$ cat config.mk
export PLATFORM = sky130hd
export DESIGN_NAME = uart_rx
export DESIGN_NICKNAME = d
export VERILOG_FILES = /design/src/rtl/uart_rx.sv
export SDC_FILE = /design/constraint.sdc
export NUM_CORES = 1
export LEC_CHECK = 0
export CAP_MARGIN = 20
export CORE_ASPECT_RATIO = 1.25
export CORE_MARGIN = 8
export CORE_UTILIZATION = 55
export CTS_CLUSTER_SIZE = 28
export DETAILED_ROUTE_END_ITERATION = 16
export PLACE_DENSITY = 0.86
export SYNTH_ARGS = -nofsm -noshare
export SYNTH_HDL_FRONTEND = slang
export SYNTH_SLANG_ARGS = --single-unit
$ cat constraint.sdc
create_clock -name clk -period 7 [get_ports clk]
set_clock_uncertainty 0.2 [all_clocks]
set_input_delay 1.4 -clock clk [delete_from_list [all_inputs] [get_ports clk]]
set_output_delay 1.4 -clock clk [all_outputs]
set_load 0.03 [all_outputs]
$ cat src/rtl/uart_rx.sv
// uart_rx: 16x oversampled UART receiver (8 data bits, LSB first, 1 stop bit).
// The rx input passes through a two-flop synchronizer. Each bit is the 2-of-3
// majority of the samples taken at oversample counts 7, 8 and 9. Received bytes
// go into a one-entry holding register that uses a valid/ready handshake.
// Optional feature: define UART_RX_PARITY_EN to add an even-parity bit after the
// data bits. parity_error is tied to 0 when the macro is undefined.
module uart_rx #(
  parameter int unsigned CLOCK_DIVIDE = 326
) (
  input  logic       clk,
  input  logic       rst,
  input  logic       rx,
  output logic [7:0] rx_byte,
  output logic       rx_valid,
  input  logic       rx_ready,
  output logic       is_receiving,
  output logic       frame_error,
  output logic       parity_error,
  output logic       overrun
);

  localparam logic [10:0] TickReload = 11'(CLOCK_DIVIDE - 1);

  typedef enum logic [2:0] {
    StIdle,
    StStart,
    StData,
`ifdef UART_RX_PARITY_EN
    StParity,
`endif
    StStop,
    StWaitHigh
  } state_t;

  state_t      state;
  logic        rx_meta;
  logic        rxs;
  logic [10:0] tick_cnt;
  logic        tick;
  logic [3:0]  sample_cnt;
  logic        s7;
  logic        s8;
  logic        maj;
  logic        at_dec;
  logic        at_end;
  logic [2:0]  bit_idx;
  logic [7:0]  shift;
  logic        par_bad;
  logic        start_det;
  logic        deliver;

  // Two-flop synchronizer; it resets to the idle-high line level.
  always_ff @(posedge clk or posedge rst) begin
    if (rst) begin
      rx_meta <= 1'b1;
      rxs     <= 1'b1;
    end else begin
      rx_meta <= rx;
      rxs     <= rx_meta;
    end
  end

  assign start_det = (state == StIdle) && !rxs;
  assign tick      = (tick_cnt == 11'd0);

  // Oversample tick generator. A start edge realigns it so that the sample
  // points land at the centre of each bit.
  always_ff @(posedge clk or posedge rst) begin
    if (rst) begin
      tick_cnt <= 11'd0;
    end else if (start_det || tick) begin
      tick_cnt <= TickReload;
    end else begin
      tick_cnt <= tick_cnt - 11'd1;
    end
  end

  // The count-9 sample comes straight from rxs, so the vote is ready on the
  // decision tick itself.
  assign maj     = (s7 & s8) | (s7 & rxs) | (s8 & rxs);
  assign at_dec  = tick && (sample_cnt == 4'd9);
  assign at_end  = tick && (sample_cnt == 4'd15);
  assign deliver = (state == StStop) && at_dec && maj && !par_bad;

  assign is_receiving = (state != StIdle);

`ifndef UART_RX_PARITY_EN
  assign par_bad      = 1'b0;
  assign parity_error = 1'b0;
`endif

  // Frame FSM, bit sampling, error pulses and the holding register.
  always_ff @(posedge clk or posedge rst) begin
    if (rst) begin
      state        <= StIdle;
      sample_cnt   <= 4'd0;
      s7           <= 1'b1;
      s8           <= 1'b1;
      bit_idx      <= 3'd0;
      shift        <= 8'h00;
      rx_byte      <= 8'h00;
      rx_valid     <= 1'b0;
      frame_error  <= 1'b0;
      overrun      <= 1'b0;
`ifdef UART_RX_PARITY_EN
      par_bad      <= 1'b0;
      parity_error <= 1'b0;
`endif
    end else begin
      frame_error  <= 1'b0;
      overrun      <= 1'b0;
`ifdef UART_RX_PARITY_EN
      parity_error <= 1'b0;
`endif

      if (tick) begin
        sample_cnt <= sample_cnt + 4'd1;
        if (sample_cnt == 4'd7) s7 <= rxs;
        if (sample_cnt == 4'd8) s8 <= rxs;
      end

      case (state)
        StIdle: begin
          if (!rxs) begin
            state      <= StStart;
            sample_cnt <= 4'd0;
`ifdef UART_RX_PARITY_EN
            par_bad    <= 1'b0;
`endif
          end
        end
        StStart: begin
          // A start bit that votes high was a glitch; drop it silently.
          if (at_dec && maj) begin
            state <= StIdle;
          end else if (at_end) begin
            state   <= StData;
            bit_idx <= 3'd0;
          end
        end
        StData: begin
          if (at_dec) shift <= {maj, shift[7:1]};
          if (at_end) begin
            if (bit_idx == 3'd7) begin
`ifdef UART_RX_PARITY_EN
              state <= StParity;
`else
              state <= StStop;
`endif
            end else begin
              bit_idx <= bit_idx + 3'd1;
            end
          end
        end
`ifdef UART_RX_PARITY_EN
        StParity: begin
          if (at_dec) begin
            par_bad      <= (maj != ^shift);
            parity_error <= (maj != ^shift);
          end
          if (at_end) state <= StStop;
        end
`endif
        StStop: begin
          // Decide at mid-stop so that the next start edge can follow at once.
          if (at_dec) begin
            if (maj) begin
              state <= StIdle;
            end else begin
              frame_error <= 1'b1;
              state       <= StWaitHigh;
            end
          end
        end
        StWaitHigh: begin
          // Hold off until the line is released so that a break does not retrigger.
          if (rxs) state <= StIdle;
        end
        default: state <= StIdle;
      endcase

      if (deliver) begin
        if (!rx_valid || rx_ready) begin
          rx_byte  <= shift;
          rx_valid <= 1'b1;
        end else begin
          overrun <= 1'b1;
        end
      end else if (rx_valid && rx_ready) begin
        rx_valid <= 1'b0;
      end
    end
  end

endmodule

Word level (Yosys, flattened, before mapping)
Index checks and enable logic that the tools add are counted.

Reductions and logical operators: 23. Bitwise operators: 5. Equality and inequality tests: 19. $add $sub $neg: 3. Mux-type cells: 26.

Operators by type and width (number): 3-bit 2-to-1 mux (12); 2-bit inequality test (second input constant) (8); 3-bit case mux with 5 select lines (1); 4-bit equality test (second input constant) (3); 4-bit 2-to-1 mux (3); 11-bit zero test (1); 11-bit 2-to-1 mux (1); 11-bit by 1-bit subtractor with 11-bit output (second input constant) (1); 2-bit AND reduction (5); 1-bit 2-to-1 mux (8); 1-bit logical AND (7); 3-bit by 2-bit equality test with 1-bit output (second input constant) (2); 3-bit equality test (second input constant) (2); 3-bit case mux with 2 select lines (1); 6-bit AND reduction (1); 5-bit AND reduction (1); 4-bit by 1-bit adder with 4-bit output (second input constant) (1); 4-bit by 3-bit equality test with 1-bit output (second input constant) (1); 2-bit nonzero test (2); 3-bit by 1-bit adder with 3-bit output (second input constant) (1); 1-bit AND (3); 3-bit by 1-bit equality test with 1-bit output (second input constant) (1); 3-bit zero test (1); 3-bit inequality test (second input constant) (1); 5 further kinds (8).

Bits in registers: 44. Logic and storage cells: 89.

Longest topological paths before layout
Gate-level depths: netlist of the first run.

Depth after elaboration: 6. Depth in mapped cells: 7.

Worst setup path after synthesis of the first run
No wires, ideal clock.

Path type: reg-to-reg. Start point: register tick_cnt[3]. End point: register bit_idx[0]. Arrival: 2499 ps. Library setup time: 125 ps. Cell stages (with the launch flop): 7. Clock period less this slack: 2824 ps. Path buffers: 2. Slack: 4176 ps. Path through: dfrtp_1 or4_1 buf_2 or4b_1 buf_2 or4_4 mux2_4.

Word-level cells in the longest chain between the ends: 5. Elaborated cells on any way between the ends: 8.

RTL lines: from (decl) (RTL line 38) `logic [10:0] tick_cnt;`; from (signal assigned) (RTL line 72) `tick_cnt <= TickReload;`; from (signal assigned) (RTL line 74) `tick_cnt <= tick_cnt - 11'd1;`; 11-bit zero test * (RTL line 64) `assign tick = (tick_cnt == 11'd0);`; 1-bit logical AND (RTL line 81) `assign at_dec = tick && (sample_cnt == 4'd9);`; 1-bit logical AND (RTL line 134) `if (at_dec && maj) begin`; 2-bit inequality test (no source line); 5-bit AND reduction (no source line) *; to (signal assigned) (RTL line 151) `bit_idx <= bit_idx + 3'd1;`; to (decl) (RTL line 46) `logic [2:0] bit_idx;`.

Mark *: on every way between the ends. The rest lies on a longest branch, timed or not. A chain may end at the register's enable or synchronous reset.

Final worst setup path of the first run
Start point: register state[0]. End point: output port is_receiving.

Word-level cells in the longest chain between the ends: 1.

RTL lines: from (decl) (RTL line 35) `state_t state;`; from (signal assigned) (RTL line 95) `state <= StIdle;`; from (signal assigned) (RTL line 125) `state <= StStart;`; from (signal assigned) (RTL line 135) `state <= StIdle;`; 3-bit nonzero test (RTL line 85) `assign is_receiving = (state != StIdle);`; to (decl) (RTL line 16) `output logic is_receiving,`.

No other way between the ends.

==> results of run 1 <==
final cells by class:
class                      instances  area share
clock buffer                       5      0.0303
clock inverter                     3      0.0187
inverter                           9      0.0149
multi-input combinational        111       0.356
sequential                        44       0.487
tap                               39      0.0215
timing repair buffer              17      0.0726
how the worst max path moves through the flow:
stage / from / to / cells past startpoint / slack [ns]
final: state[0] / is_receiving / 2 / 3.63
after global routing: state[0] / is_receiving / 2 / 3.57
after CTS: state[0] / is_receiving / 2 / 3.63
after detailed placement: rx_ready / rx_byte[2] / 4 / 3.86
after global placement: rx_ready / rx_byte[5] / 4 / 3.92
after floorplan: tick_cnt[3] / bit_idx[0] / 6 / 4.18
registers in the layout (all words and copies together), names as in the netlist, 3 cells and up:
| signal | cells |
|---|---|
| state | 3 |
| sample_cnt | 4 |
| shift | 8 |
| rx_byte | 8 |
| bit_idx | 3 |
| tick_cnt | 11 |
placed cells by master (no fill, tap or decap), types with 4 or more instances in the layout:
| cell | Yosys | routed |
|---|---|---|
| dfrtp_1 | 40 | 40 |
| mux2_2 | 18 | 18 |
| clkdlybuf4s50_1 | 0 | 15 |
| nor2_1 | 13 | 13 |
| nand2_1 | 12 | 12 |
| inv_1 | 9 | 9 |
| xnor2_1 | 7 | 7 |
| nor3_1 | 6 | 6 |
| ha_1 | 6 | 6 |
| nand3_1 | 5 | 5 |
| a21oi_1 | 5 | 5 |
| clkbuf_8 | 0 | 5 |
| dfstp_2 | 4 | 4 |
metrics by stage:
stage	area, sq um	setup WS [ns]	std cells	power [mW]
3_5_place_dp	2160	3.86	220	0.268
2_1_floorplan	1980	4.18	172	0.265
3_3_place_gp	2160	3.92	220	0.268
6_report	2270	3.63	228	0.456
5_1_grt	2270	3.57	228	0.467
4_1_cts	2270	3.63	228	0.460
metal layers:
layer / part of all wire / routed length, um
met5: 0 / 0
met1: 0.42 / 1560
met2: 0.51 / 1880
met4: 0.021 / 79
met3: 0.045 / 167
synth_stat cells, types with 3 or more instances:
cell      count
a21oi_1       5
clkbuf_1      5
dfrtp_1      40
dfstp_2       4
ha_1          6
inv_1         9
mux2_2       18
nand2_1      12
nand2b_1      3
nand3_1       5
nor2_1       13
nor3_1        6
nor4_1        3
or3_1         3
xnor2_1       7
power groups by stage:
stage / Clock, mW / Sequential, mW / Combinational, mW
2_1_floorplan: 0 / 0.260 / 0.00494
5_1_grt: 0.203 / 0.256 / 0.00875
3_3_place_gp: 0 / 0.261 / 0.00759
6_report: 0.193 / 0.256 / 0.00753
3_5_place_dp: 0 / 0.261 / 0.00784
4_1_cts: 0.196 / 0.256 / 0.00784
logic make-up (layout without fill, tap and decap cells):
group,after synthesis,after routing,share of synthesized area
muxes,21,21,0.120
and+or+nand+nor,63,63,0.175
AOI/OAI and AO/OA,11,11,0.0328
buffers and inverters,17,34,0.0353
adders and majority gates,7,7,0.0429
xor gates and xnor gates,8,8,0.0353
other,1,1,0.00189
DFF,44,44,0.557
worst register-to-register path: cells and delay by family (launching register included):
| family | cells | cell delay, ns |
|---|---|---|
| flops | 1 | 0.41 |
| simple gates | 3 | 1.73 |
| fa+ha+maj | 1 | 0.18 |
| buf+inv | 1 | 0.07 |
| mux | 1 | 0.31 |
==> flow_summary_export.csv, run 1 <==
group,metric,value,unit
synthesis,avgSynthCellArea,11.5,sq um
route,final_antenna_net_count,0,
synthesis,synth_top_area_cell,"dfrtp_1",
route,first_pass_iters,4,
die,io_pins,17,
worst_setup_path,crit_type,"reg -> out",
clock_network,path_clk_slew,0.09,ns
timing,final.period_utilization,0.482,
worst_setup_path,worstPathArrival,1.77,ns
die,rows,24,
clock_network,clock-sinks,44,
pwr,power.density,200,nW/um^2
placed_design,io_buffers,15,
timing,drv_slew,0,
timing,period_needed,3.37,ns
worst_setup_path,max_stage_delay,0.60,ns
timing,rsz0062_at_grt,"no",
timing,fmax,0.296,GHz
synthesis,yosysSeqAreaShare,0.557,
synthesis,ys.flop_type,"dfrtp_1",
worst_setup_path,path_cells,"or3_1, clkdlybuf4s50_1",
pwr,p_leak,1.07,nW
route,drt_iter0_markers,96,
grt,grt_pass1_wl,6310,um
pwr,intPower,363,uW
timing,tightest_slew,0.849,ns
synthesis,syn_area,1980,sq um
synthesis,synthCells,172,
clock_network,ctsHoldBuffers,0,
grt,globalRoute.totalOverflow,0,
pwr,switchingPower,93.2,uW
clock_network,cts_tree,"done",
worst_setup_path,critical-path-top-delay-family,"buffers and inverters",
worst_setup_path,startpoint_type,"register",
route,drc,0,
clock_network,cts_resized,0,
timing,hold_slack,0.158,ns
timing,timing.final.hold_violations,0,
pwr,power_frac_seq,0.561,
hold_path,min-delay-path-class,"reg -> reg",
layout,drive_above_1_share,0.185,
synthesis,yosys-top-cells-area,"dfrtp_1 50%, mux2_2 10%, dfstp_2 5.3%",
layout,antenna_cells,0,
placed_design,gp_congestion,0.787,
worst_setup_path,r2r_slack,3.98,ns
clock_network,root_buffer,"clkbuf_8",
clock_network,htree_num_levels,2,
grt,grt-busiest-layer,"met2",
timing,setup_violations,0,
grt,grtUsageTotal,0.132,
placed_design,dp_hpwl,2610,um
hold_path,hold_path_depth,0,
job,cap_violations,0,
synthesis,synth_cell_types,38,
worst_setup_path,reg2regPathDepth,6,
layout,multi_input_area,808,sq um
synthesis,synth-edff-count,0,
timing,relSlewSlack,0.429,
grt,grtUsageMet1,0.147,
die,start_util,0.570,
worst_setup_path,r2r_start,"tick_cnt[0]",
grt,grtUsageMet2,0.217,
grt,antenna_found_initial,0,
pwr,swShare,0.205,
route,wl_per_cell,16.2,um
hold_path,hold_end,"rxs",
clock_network,cts_buffer_depth,2,
layout,regArea,1110,sq um
grt,grt_start_max_net_pins,45,
layout,nFillCells,261,
layout,postLayoutCoreUtil,0.653,
pwr,power.share.clock,0.423,
hold_path,min_from,"rx_meta",
die,fp.dieArea,5800,sq um
route,wirelength,3690,um
clock_network,cts_setup_buffers,0,
synthesis,syn_nets,182,
route,via_per_inst,5.81,
worst_setup_path,worst-path-buf-inv,1,
timing,fin_setup_tns,0,ns
synthesis,yosysWarnings,0,
grt,use_met3,0.0452,
worst_setup_path,required,5.40,ns
worst_setup_path,crit_fanout,10,
die,fp.dieW,69.7,um
synthesis,synth-seq-cells,44,
worst_setup_path,slowest_stage,"clkdlybuf4s50_1",
clock_network,insertion_delay,0.30,ns
route,vias,1325,
die,core_area,3480,sq um
layout,num-nets-final,198,
pwr,comb_power_share,0.017,
synthesis,ys_async_sr_fraction,1.00,
synthesis,yosys.area.top_type_share,0.504,
worst_setup_path,endpoint_kind,"output pin",
pwr,vdd_drop_max,212,uV
die,die_h,83.2,um
run_status,status,"finished, final reports clean",
worst_setup_path,r2r-end,"bit_idx[0]",
layout,syn2layout_area_growth,14.6,%
clock_network,cts-buffers-inserted,5,
grt,grt_pass1_vias,1384,
Note: power is estimated with default switching activity, not from simulation.
==> run 2, diff against run 1 <==
--- a/config.mk
+++ b/config.mk
@@ -8,10 +8,10 @@
 export CAP_MARGIN = 20
 export CORE_ASPECT_RATIO = 1.25
 export CORE_MARGIN = 8
-export CORE_UTILIZATION = 55
+export CORE_UTILIZATION = 51
 export CTS_CLUSTER_SIZE = 28
 export DETAILED_ROUTE_END_ITERATION = 16
-export PLACE_DENSITY = 0.86
+export PLACE_DENSITY = 0.84
 export SYNTH_ARGS = -nofsm -noshare
 export SYNTH_HDL_FRONTEND = slang
 export SYNTH_SLANG_ARGS = --single-unit
==> constraint.sdc (replaced) <==
create_clock -name clk -period 3.1 [get_ports clk]
set_clock_uncertainty 0.2 [all_clocks]
set_input_delay 0.62 -clock clk [delete_from_list [all_inputs] [get_ports clk]]
set_output_delay 0.62 -clock clk [all_outputs]
set_load 0.03 [all_outputs]
==> run 2 against run 1 <==
Net effect:
- sequential share of layout area shrank 0.42 points
- clock power grew 130%
- global-route usage grew 0.40 points
- via count grew 4.2%
- cell count grew 1.3%
- flip-flop and latch count is the same
- sequential power grew 130%
- non-clock buffer count grew 2
- largest power group unchanged
- count of clock-buffer cells in the layout is the same
- final area grew 0.88%
- routed wire length grew 3.1%
- critical path depth grew 5
==> flow_summary_export.csv, run 2 (synthesis results as in run 1) <==
group,metric,value,unit
run_status,status,"finished, final reports clean",
worst_setup_path,crit_path_frequent_cell,"nor4b_1",
timing,fin_setup_tns,0,ns
worst_setup_path,crit_fanout,8,
layout,num-nets-final,200,
worst_setup_path,worstPathArrival,2.81,ns
layout,regMostFlops,"tick_cnt",
clock_network,cts_resized,0,
worst_setup_path,crit_type,"reg -> reg",
clock_network,cts_setup_buffers,0,
timing,relSlewSlack,0.389,
route,first_pass_iters,5,
grt,grt_start_max_net_pins,45,
worst_setup_path,max_stage_delay,0.46,ns
clock_network,path_clk_slew,0.08,ns
timing,setup_ws,0.268,ns
timing,tightest_slew,0.907,ns
timing,period_needed,2.83,ns
grt,grt_pass1_vias,1394,
route,wirelength,3800,um
route,final_antenna_net_count,0,
layout,postLayoutCoreUtil,0.611,
route,drt_iter0_markers,99,
die,io_pins,17,
die,start_util,0.529,
clock_network,root_buffer,"clkbuf_8",
worst_setup_path,slowest_stage,"nor4b_1",
layout,syn2layout_area_growth,15.6,%
placed_design,gp_congestion,0.831,
pwr,vdd_drop_max,301,uV
pwr,power.density,451,nW/um^2
layout,layout_common_cells,"40 x dfrtp_1, 18 x mux2_2, 15 x clkdlybuf4s50_1, 13 x nor2_1, 12 x nand2_1",
layout,nFillCells,309,
route,vias,1381,
layout,largest_reg_flops,11,
clock_network,cts-buffers-inserted,5,
layout,final_common_cell,"dfrtp_1",
die,fp.dieArea,6160,sq um
layout,largest_registers,"tick_cnt x11, rx_byte x8, shift x8",
route,wl_per_cell,16.5,um
timing,hold_slack,0.161,ns
grt,globalRoute.totalOverflow,0,
clock_network,ctsHoldBuffers,0,
timing,drv_slew,0,
clock_network,insertion_delay,0.30,ns
placed_design,io_buffers,15,
pwr,p_leak,1.08,nW
timing,timing.final.hold_violations,0,
timing,final.period_utilization,0.913,
timing,setup_violations,0,
worst_setup_path,path_cells,"inv_1, ha_1, nor4b_1, nor4b_1, buf_4, and4_1, mux2_2",
die,fp.dieW,71.8,um
timing,rsz0062_at_grt,"no",
route,via_per_inst,5.98,
die,die_h,85.7,um
grt,grt_pass1_wl,6560,um
clock_network,clock-sinks,44,
worst_setup_path,endpoint_kind,"register",
layout,antenna_cells,0,
die,core_area,3750,sq um
worst_setup_path,startpoint_type,"register",
placed_design,dp_hpwl,2790,um
job,cap_violations,0,
worst_setup_path,required,3.08,ns
hold_path,min-delay-path-class,"reg -> reg",
grt,antenna_found_initial,0,
clock_network,cts_tree,"done",
placed_design,post-place-ws,0.319,ns
grt,grtUsageTotal,0.136,
layout,drive_above_1_share,0.194,
timing,fmax,0.353,GHz
route,drc,0,
clock_network,htree_num_levels,2,
clock_network,cts_buffer_depth,2,
die,rows,25,
run 2: cell count changes in the layout (fill, tap and decap cells not counted), sizes merged:
cell / change
buf: +2
clkinv: -1
inv: +1
run 2: final timing paths:
path / startpoint / end / slack, ns / depth (start not counted)
setup / recovery: tick_cnt[0] / rx_byte[6] / 0.27 / 7
hold / removal: rx_meta / rxs / 0.16 / 0
setup reg to reg: tick_cnt[0] / rx_byte[6] / 0.27 / 7
hold reg to reg: rx_meta / rxs / 0.16 / 0
max in group asynchronous: rst / s7 / 1.77 / 3
min in group asynchronous: rst / rx_byte[4] / 0.55 / 3
run 2: power by group:
part	switching [mW]	internal, mW	total [mW]
Combinational	0.0125	0.00439	0.0169
Sequential	0.00140	0.576	0.577
Clock	0.198	0.243	0.441
run 2: per-stage QoR:
step                      cells  power, mW  area (sq um)
after detailed placement    223      0.606          2180
after global placement      223      0.606          2180
final                       231       1.04          2290
after floorplan             172      0.599          1980
after global routing        231       1.07          2290
after CTS                   231       1.04          2290
run 2: layout make-up:
| type | count | area [sq um] | share of cell area |
|---|---|---|---|
| Tap cell | 40 | 50.0 | 0.0218 |
| Multi-Input combinational cell | 111 | 808 | 0.352 |
| Clock buffer | 5 | 68.8 | 0.0300 |
| Inverter | 9 | 33.8 | 0.0147 |
| Timing Repair Buffer | 19 | 180 | 0.0786 |
| Sequential cell | 44 | 1110 | 0.482 |
| Clock inverter | 3 | 46.3 | 0.0202 |
run 2: critical path: cells and delay by family (launching register included):
kind	cells	cell delay, ns
adders and majority gates	1	0.18
buffers and inverters	2	0.28
DFF	1	0.39
muxes	1	0.38
and+or+nand+nor	3	1.29
run 2: per-layer routing:
metal | wire (um) | global-route usage | up-vias
met3 | 188 | 0.0397 | 12
met5 | 0 | 0 | -
met4 | 97 | 0.0615 | 0
met1 | 1470 | 0.143 | 685
li1 | - | - | 629
met2 | 2040 | 0.241 | 55
